[src/rtl/uart_frame_tx.sv]
// uart_frame_tx: builds the 8-byte reply frame (header, status, pulse
// settings, fire count, checksum) and hands it byte by byte to the
// byte-level uart_tx via pi_data/pi_flag. Bytes are spaced BYTE_GAP cycles
// apart so uart_tx is never reloaded while it is still shifting a byte out.
module uart_frame_tx #(
    parameter logic [13:0] UART_BPS   = 14'd9600,
    parameter logic [25:0] CLK_FREQ   = 26'd50_000_000,
    parameter logic [7:0]  RSP_HEADER = 8'h87
) (
    input  logic        sys_clk,
    input  logic        sys_rst_n,
    input  logic        frame_req,
    input  logic [7:0]  status,
    input  logic [6:0]  pulse_width1,
    input  logic [6:0]  pulse_width2,
    input  logic [6:0]  pulse_gap,
    input  logic [15:0] pulse_cnt,
    output logic [7:0]  pi_data,
    output logic        pi_flag,
    output logic        busy,
    output logic        frame_done,
    output logic        req_drop
);

    // One UART bit period, and the byte spacing: 10 bits plus a spare bit.
    localparam int BIT_CYC  = int'(CLK_FREQ / 26'(UART_BPS));
    localparam int BYTE_GAP = 11 * BIT_CYC;
    // SEND takes one cycle, WAIT covers the remaining BYTE_GAP-1 cycles.
    localparam logic [19:0] GAP_LAST = 20'(BYTE_GAP - 2);

    typedef enum logic [1:0] {IDLE, SEND, WAIT, DONE} state_t;

    state_t      state, state_nxt;
    logic [19:0] gap_cnt;
    logic [2:0]  idx;
    logic [7:0]  csum;
    logic [7:0]  last_byte;
    logic [7:0]  cur_byte;
    logic        accept;
    logic        gap_end;
    logic        req_drop_q;

    // Snapshot of the reply fields taken when the request is accepted.
    logic [7:0]  status_q;
    logic [6:0]  width1_q;
    logic [6:0]  width2_q;
    logic [6:0]  gap_q;
    logic [15:0] cnt_q;

    // DONE already counts as idle for a new request, so a request on the
    // frame_done cycle starts the next frame without a drop.
    assign accept  = frame_req && (state == IDLE || state == DONE);
    assign gap_end = (gap_cnt == GAP_LAST);

    // Select the byte for the current index; the last byte is the checksum.
    always_comb begin
        cur_byte = 8'h00;
        case (idx)
            3'd0: cur_byte = RSP_HEADER;
            3'd1: cur_byte = status_q;
            3'd2: cur_byte = {1'b0, width1_q};
            3'd3: cur_byte = {1'b0, width2_q};
            3'd4: cur_byte = {1'b0, gap_q};
            3'd5: cur_byte = cnt_q[15:8];
            3'd6: cur_byte = cnt_q[7:0];
            3'd7: cur_byte = csum;
            default: cur_byte = 8'h00;
        endcase
    end

    // State register.
    always_ff @(posedge sys_clk or negedge sys_rst_n) begin
        if (!sys_rst_n) state <= IDLE;
        else            state <= state_nxt;
    end

    // Next-state logic: one SEND cycle per byte, then pace out the gap.
    always_comb begin
        state_nxt = state;
        case (state)
            IDLE: if (frame_req) state_nxt = SEND;
            SEND: state_nxt = WAIT;
            WAIT: if (gap_end) state_nxt = (idx == 3'd7) ? DONE : SEND;
            DONE: state_nxt = frame_req ? SEND : IDLE;
            default: state_nxt = IDLE;
        endcase
    end

    // Field latch, byte index, checksum accumulation and gap counter.
    always_ff @(posedge sys_clk or negedge sys_rst_n) begin
        if (!sys_rst_n) begin
            status_q  <= 8'h00;
            width1_q  <= 7'h00;
            width2_q  <= 7'h00;
            gap_q     <= 7'h00;
            cnt_q     <= 16'h0000;
            idx       <= 3'd0;
            csum      <= 8'h00;
            gap_cnt   <= 20'd0;
            last_byte <= 8'h00;
        end else begin
            if (accept) begin
                status_q <= status;
                width1_q <= pulse_width1;
                width2_q <= pulse_width2;
                gap_q    <= pulse_gap;
                cnt_q    <= pulse_cnt;
                idx      <= 3'd0;
                csum     <= 8'h00;
            end
            if (state == SEND) begin
                last_byte <= cur_byte;
                gap_cnt   <= 20'd0;
                if (idx != 3'd7) csum <= csum + cur_byte;
            end
            if (state == WAIT) begin
                gap_cnt <= gap_cnt + 20'd1;
                if (gap_end && idx != 3'd7) idx <= idx + 3'd1;
            end
        end
    end

    // Flag a request that arrives while a frame is still being sent.
    always_ff @(posedge sys_clk or negedge sys_rst_n) begin
        if (!sys_rst_n) req_drop_q <= 1'b0;
        else            req_drop_q <= frame_req && (state == SEND || state == WAIT);
    end

    assign pi_flag    = (state == SEND);
    assign pi_data    = (state == SEND) ? cur_byte : last_byte;
    assign busy       = (state == SEND || state == WAIT);
    assign frame_done = (state == DONE);
    assign req_drop   = req_drop_q;

endmodule

[config.mk]
export PLATFORM = sky130hd
export DESIGN_NAME = uart_frame_tx
export DESIGN_NICKNAME = d
export VERILOG_FILES = /design/src/rtl/uart_frame_tx.sv
export SDC_FILE = /design/constraint.sdc
export NUM_CORES = 1
export LEC_CHECK = 0
export ABC_AREA = 1
export CORE_AREA = 2 2 107 161
export DETAILED_ROUTE_END_ITERATION = 6
export DIE_AREA = 0 0 109 163
export GPL_TIMING_DRIVEN = 0
export SLEW_MARGIN = 20
export SYNTH_ARGS = -nofsm -noshare
export SYNTH_HDL_FRONTEND = slang
export SYNTH_SLANG_ARGS = --single-unit
[constraint.sdc]
create_clock -name sys_clk -period 3.6 [get_ports sys_clk]
set_clock_uncertainty 0.2 [all_clocks]
set_input_delay 0.36 -clock sys_clk [delete_from_list [all_inputs] [get_ports sys_clk]]
set_output_delay 0.36 -clock sys_clk [all_outputs]
set_load 0.02 [all_outputs]
Yosys cells after proc, flatten, opt, wreduce, memory -nomap -nowiden
Index checks and enable logic that the tools add are counted.
{"block": "word_totals", "register_bits": 87, "in_bits": 48, "output_inout_bits": 12, "word_cells": 52}
{"block": "classes", "n_addsub": 3, "n_eq_ne": 14, "mux": 15, "reduce_logical": 9}
{"op": "case mux 8 bit (8 select lines)", "count": 1}
{"op": "two-way mux 20 bit", "count": 2}
{"op": "two-way mux 8 bit", "count": 4}
{"op": "adder 20 x 1 -> 20 bit (second input constant)", "count": 1}
{"op": "== test 20 x 16 -> 1 bit (second input constant)", "count": 1}
{"op": "== test 3 bit (second input constant)", "count": 4}
{"op": "two-way mux 3 bit", "count": 3}
{"op": "adder 8 bit", "count": 1}
{"op": "case mux 2 bit (4 select lines)", "count": 1}
{"op": "== test 3 x 2 -> 1 bit (second input constant)", "count": 2}
{"op": "two-way mux 2 bit", "count": 3}
{"op": "== test 2 bit (second input constant)", "count": 2}
{"op": "!= test 2 bit (second input constant)", "count": 2}
{"op": "adder 3 x 1 -> 3 bit (second input constant)", "count": 1}
{"op": "== test 3 x 1 -> 1 bit (second input constant)", "count": 1}
{"op": "logical AND 1 bit", "count": 3}
{"op": "logical NOT 3 bit", "count": 1}
{"op": "!= test 3 bit (second input constant)", "count": 1}
{"op": "== test 2 x 1 -> 1 bit (second input constant)", "count": 1}
{"op": "logical NOT 2 bit", "count": 1}
{"op": "logical OR 1 bit", "count": 2}
{"op": "AND reduction 2 bit", "count": 1}
{"op": "nonzero test 2 bit", "count": 1}
{"op": "two-way mux 1 bit", "count": 1}

Longest topological paths before layout
{"block": "logic_depth", "word_depth": 6, "ltp_mapped": 20, "depth_no_buf": 20}

Least setup slack after synthesis
No wires, ideal clock.
{"block": "synth_timing", "path_type": "register to register", "from": "reg idx[0]", "to": "reg csum[4]", "setup_ns": 0.128, "t_arrival_ns": 2.221, "t_required_ns": 3.272, "path_slack_ns": 1.051, "path_stages_with_launch": 13, "n_path_buf": 1, "synth_period_minus_slack_ns": 2.549, "path_cell_list": "dfrtp_1 ha_1 ha_1 clkbuf_1 nand2_1 nand3_1 nor2_1 nand2_1 ha_1 fa_1 a31oi_1 xor2_1 o21ai_0"}
{"block": "synth_between", "elab_chain_len": 5, "word_cells_on_any_way": 13, "cone_classes": "add/sub: 1; eq/ne: 8; mux: 3; reduce/logical: 1"}
{"item": "from (decl)", "line_no": "35", "text": "logic [2:0] idx;"}
{"item": "from (signal assigned)", "line_no": "118", "text": "if (gap_end && idx != 3'd7) idx <= idx + 3'd1;"}
{"item": "== test 3 bit, or another cell as far along", "line_no": "58", "text": "case (idx)"}
{"item": "case mux 8 bit (8 select lines)", "line_no": "58"}
{"item": "adder 8 bit", "line_no": "114", "text": "if (idx != 3'd7) csum <= csum + cur_byte;"}
{"item": "two-way mux 8 bit *", "line_no": "114"}
{"item": "two-way mux 8 bit *", "line_no": "111", "text": "if (state == SEND) begin"}
{"item": "to (signal assigned)", "line_no": "114"}
{"item": "to (decl)", "line_no": "36", "text": "logic [7:0] csum;"}
Every way passes the cells marked *; elsewhere a longest branch is shown, timed or not.
A chain may end at the register's enable or synchronous reset.

Worst setup path after layout
{"block": "layout_timing", "from": "reg idx[0]", "to": "out pi_data[1]"}
{"block": "layout_between", "elab_chain_len": 3, "word_cells_on_any_way": 10, "cone_classes": "eq/ne: 7; mux: 2; reduce/logical: 1"}
{"item": "== test 3 bit, or another cell as far along", "line_no": "58"}
{"item": "case mux 8 bit (8 select lines) *", "line_no": "58"}
{"item": "two-way mux 8 bit *", "line_no": "130", "text": "assign pi_data = (state == SEND) ? cur_byte : last_byte;"}
{"item": "to (decl)", "line_no": "18", "text": "output logic [7:0] pi_data,"}
Marked as above.

==> summary.md <==
| Metric | Value |
|---|---|
| Status | `completed` |
| Rel. slew slack | `64.83%` |
| Iteration-0 DRC Markers | `206` |
| Flops & latches, synth | `87` |
| Synthesized area per cell | `7.585 um2` |
| Clock transition at path regs | `60 ps` |
| # nets final | `756` |
| Max cap viols | `0` |
| H-tree Lvls | `3` |
| Startpoint Class | `flip-flop` |
| Drt total wl | `12760 um` |
| Post-Syn Instances | `615` |
| Vias in the first global route | `4094` |
| GR Util All Layers | `15.16%` |
| Worst-margin pin slew | `522.7 ps` |
| Worst path arrival time | `2860 ps` |
| Yosys cell types | `38` |
| VDD IR max | `0.0003172 V` |
| Core area | `0.01647 mm2` |
| Clk_lat worst skew | `340 ps` |
| Pins Over Slew Limit | `0` |
| Clk root buf | `clkbuf_16` |
| Post-route antenna net violation count | `0` |
| Syn nets | `684` |
| Largest net degree at the start of global routing | `57` |
| Drt first pass iters | `4` |
| EDFF count, synth | `0` |
| Antenna violations before repair | `0` |
| Mapped cell area | `0.004664 mm2` |
| I/O pin count | `60` |
| Clock Path Buffers | `2` |
| Gr busiest metal | `met2` |
| Leak Pwr | `2.842 nW` |
| Setup violations, final | `0` |
| Vias | `4134` |
| Setup repair bufs after CTS | `0` |
| Wire per inst | `14.14 um` |
| Worst R2R Setup Slack | `610 ps` |
| WS Path Type | `reg -> out` |
| Met1 Use GR | `17.23%` |
| Routability congestion estimate | `0.9001` |
| Cells on worst reg2reg path | `12` |
| Synth async-reset ratio | `100.0%` |
| Post-synthesis sequential area ratio | `46.67%` |
| # DRC | `0` |
| Antenna diodes | `0` |
| Reg-to-reg startpoint | `idx[0]$_DFF_PN0_` |
| Syn. warnings | `0` |
| Origin of the worst setup path | `idx[0]$_DFF_PN0_` |
| Overall die width | `109 um` |
| Met3 usage | `2.561%` |
| Die Y | `163 um` |
| Port Buffer Count | `59` |
| CP max FO | `9` |
| PwrDens | `647.8 mW/mm2` |
| Worst Path Required | `3040 ps` |
| CTS Buf Count | `9` |
| Fin crit share | `95.09%` |
| Area growth from synthesis to layout | `25.13%` |
| Area after DPL | `0.005547 mm2` |
| CTS tree | `done` |
| Prevailing post-synth register cell | `dfrtp_1` |
| First-pass GRT wire length | `20480 um` |
| CP Capture Type | `output port` |
| Initial Utilization | `28.32%` |
| Num rows | `58` |
| Fin Setup TNS | `0 ps` |
| CTS Sinks | `87` |
| Finished Cell Area | `0.005837 mm2` |
| Total gr overflow | `0` |
| Layout cells sized above 1 | `6.792%` |
| Die Area | `0.01777 mm2` |
| M2 GR Usage | `27.16%` |
| DP HPWL | `9945 um` |
| Unrepaired setup endpoints after global routing | `no` |
| Worst reg2reg path endpoint | `csum[4]$_DFF_PN0_` |
| Final hold vios | `0` |
| F_max | `292.1 MHz` |
| Vias per std cell | `4.583` |
| Minimum clock period | `3423 ps` |
| Worst min path class | `in -> async` |
[layout make-up]
class | count | area (um2)
fill | 1756 | 10640
multi-input combinational | 457 | 2218
sequential | 87 | 2177
timing repair buffer | 61 | 629.4
tap | 210 | 262.8
clock buffer | 9 | 225.2
inverter | 55 | 206.4
buffer | 16 | 70.07
clock inverter | 7 | 47.55
[what timing repair did]
item                                    in CTS  in global routing
hold buffers                                 1                  0
endpoints found under the setup margin       0                  1
hold endpoints to repair                    31                  0
gates resized for setup                      0                  2
[routing by layer]
layer  up-vias  routed length, um
li1       2103                  -
met5         -                  0
met2        77               6773
met3        20                449
met1      1934               5062
met4         0                469
[synthesized netlist by cell type, types with 5 or more instances]
cell      number  area share, %
nand2_1      266             21
dfrtp_1       87             47
inv_1         52            4.2
nor2_1        36            2.9
nand3_1       33            3.5
ha_1          20            5.4
a21oi_1       18            1.9
o21ai_0       18            1.9
nand4_1       15            2.0
nor3_1         8           0.86
clkbuf_1       7           0.56
a31oi_1        6           0.80
buf_2          5           0.54
nor2_2         5           0.67
[worst max-delay path by stage]
stage	cells after the start	slack, ps	endpoint
2_1_floorplan	12	1050	csum[4]$_DFF_PN0_
5_1_grt	9	4	pi_data[1]
3_5_place_dp	9	450	pi_data[1]
6_report	9	180	pi_data[1]
3_3_place_gp	1	-1370	width2_q[5]$_DFFE_PN0P_
4_1_cts	9	60	pi_data[1]
[cell families after synthesis]
group | count (synthesis) | share of synthesized area, %
flops | 87 | 46.67
mux | 3 | 0.8046
xor+xnor | 4 | 0.7512
compound gates | 53 | 6.277
buf+inv | 71 | 5.928
fa+ha+maj | 21 | 5.794
simple gates | 376 | 33.77
[placed cells by master (no fill, tap or decap), types with 5 or more instances in the layout]
cell,instances
nor2_1,35
nand3_1,32
clkbuf_16,9
o21ai_0,18
buf_2,5
nor2_2,6
nand4_1,15
nand2_1,266
inv_1,52
clkbuf_1,7
a31oi_1,6
nor3_1,8
ha_1,20
clkdlybuf4s50_1,58
dfrtp_1,87
a21oi_1,18
[sequential cells by signal, summed over array words and instances (netlist names)]
signal / count
status_q: 8
state: 2
csum: 8
gap_q: 7
last_byte: 8
width2_q: 7
cnt_q: 16
width1_q: 7
gap_cnt: 20
idx: 3
req_drop: 1
[critical path, stage by stage, from the launching register on]
cell and delay [ps]:
dfrtp_1 400, ha_1 240, ha_1 190, buf_2 190
inv_1 180, nand4_2 290, nand3_2 220, nand2_1 60
o21ai_0 100, clkdlybuf4s50_1 640
[through the flow]
step	util [%]	instances	setup slack [ps]	total power, mW	hold slack, ps
finish	35.43	902	176.6	3.781	267.7
global route	35.43	902	4.488	4.088	286.9
CTS	35.39	902	60.93	3.827	274.6
global placement	33.50	884	-1371	2.919	256.4
floorplan	-	615	1051	2.440	-135.6
detailed placement	33.67	885	449.6	2.945	72.41
[where the power goes]
part | switching [mW] | internal (mW) | leakage [nW]
logic | 0.896 | 0.497 | 1.60
registers | 0.214 | 1.30 | 1.11
clock network | 0.403 | 0.468 | 0.132
Power figures use the tool's default switching activity.
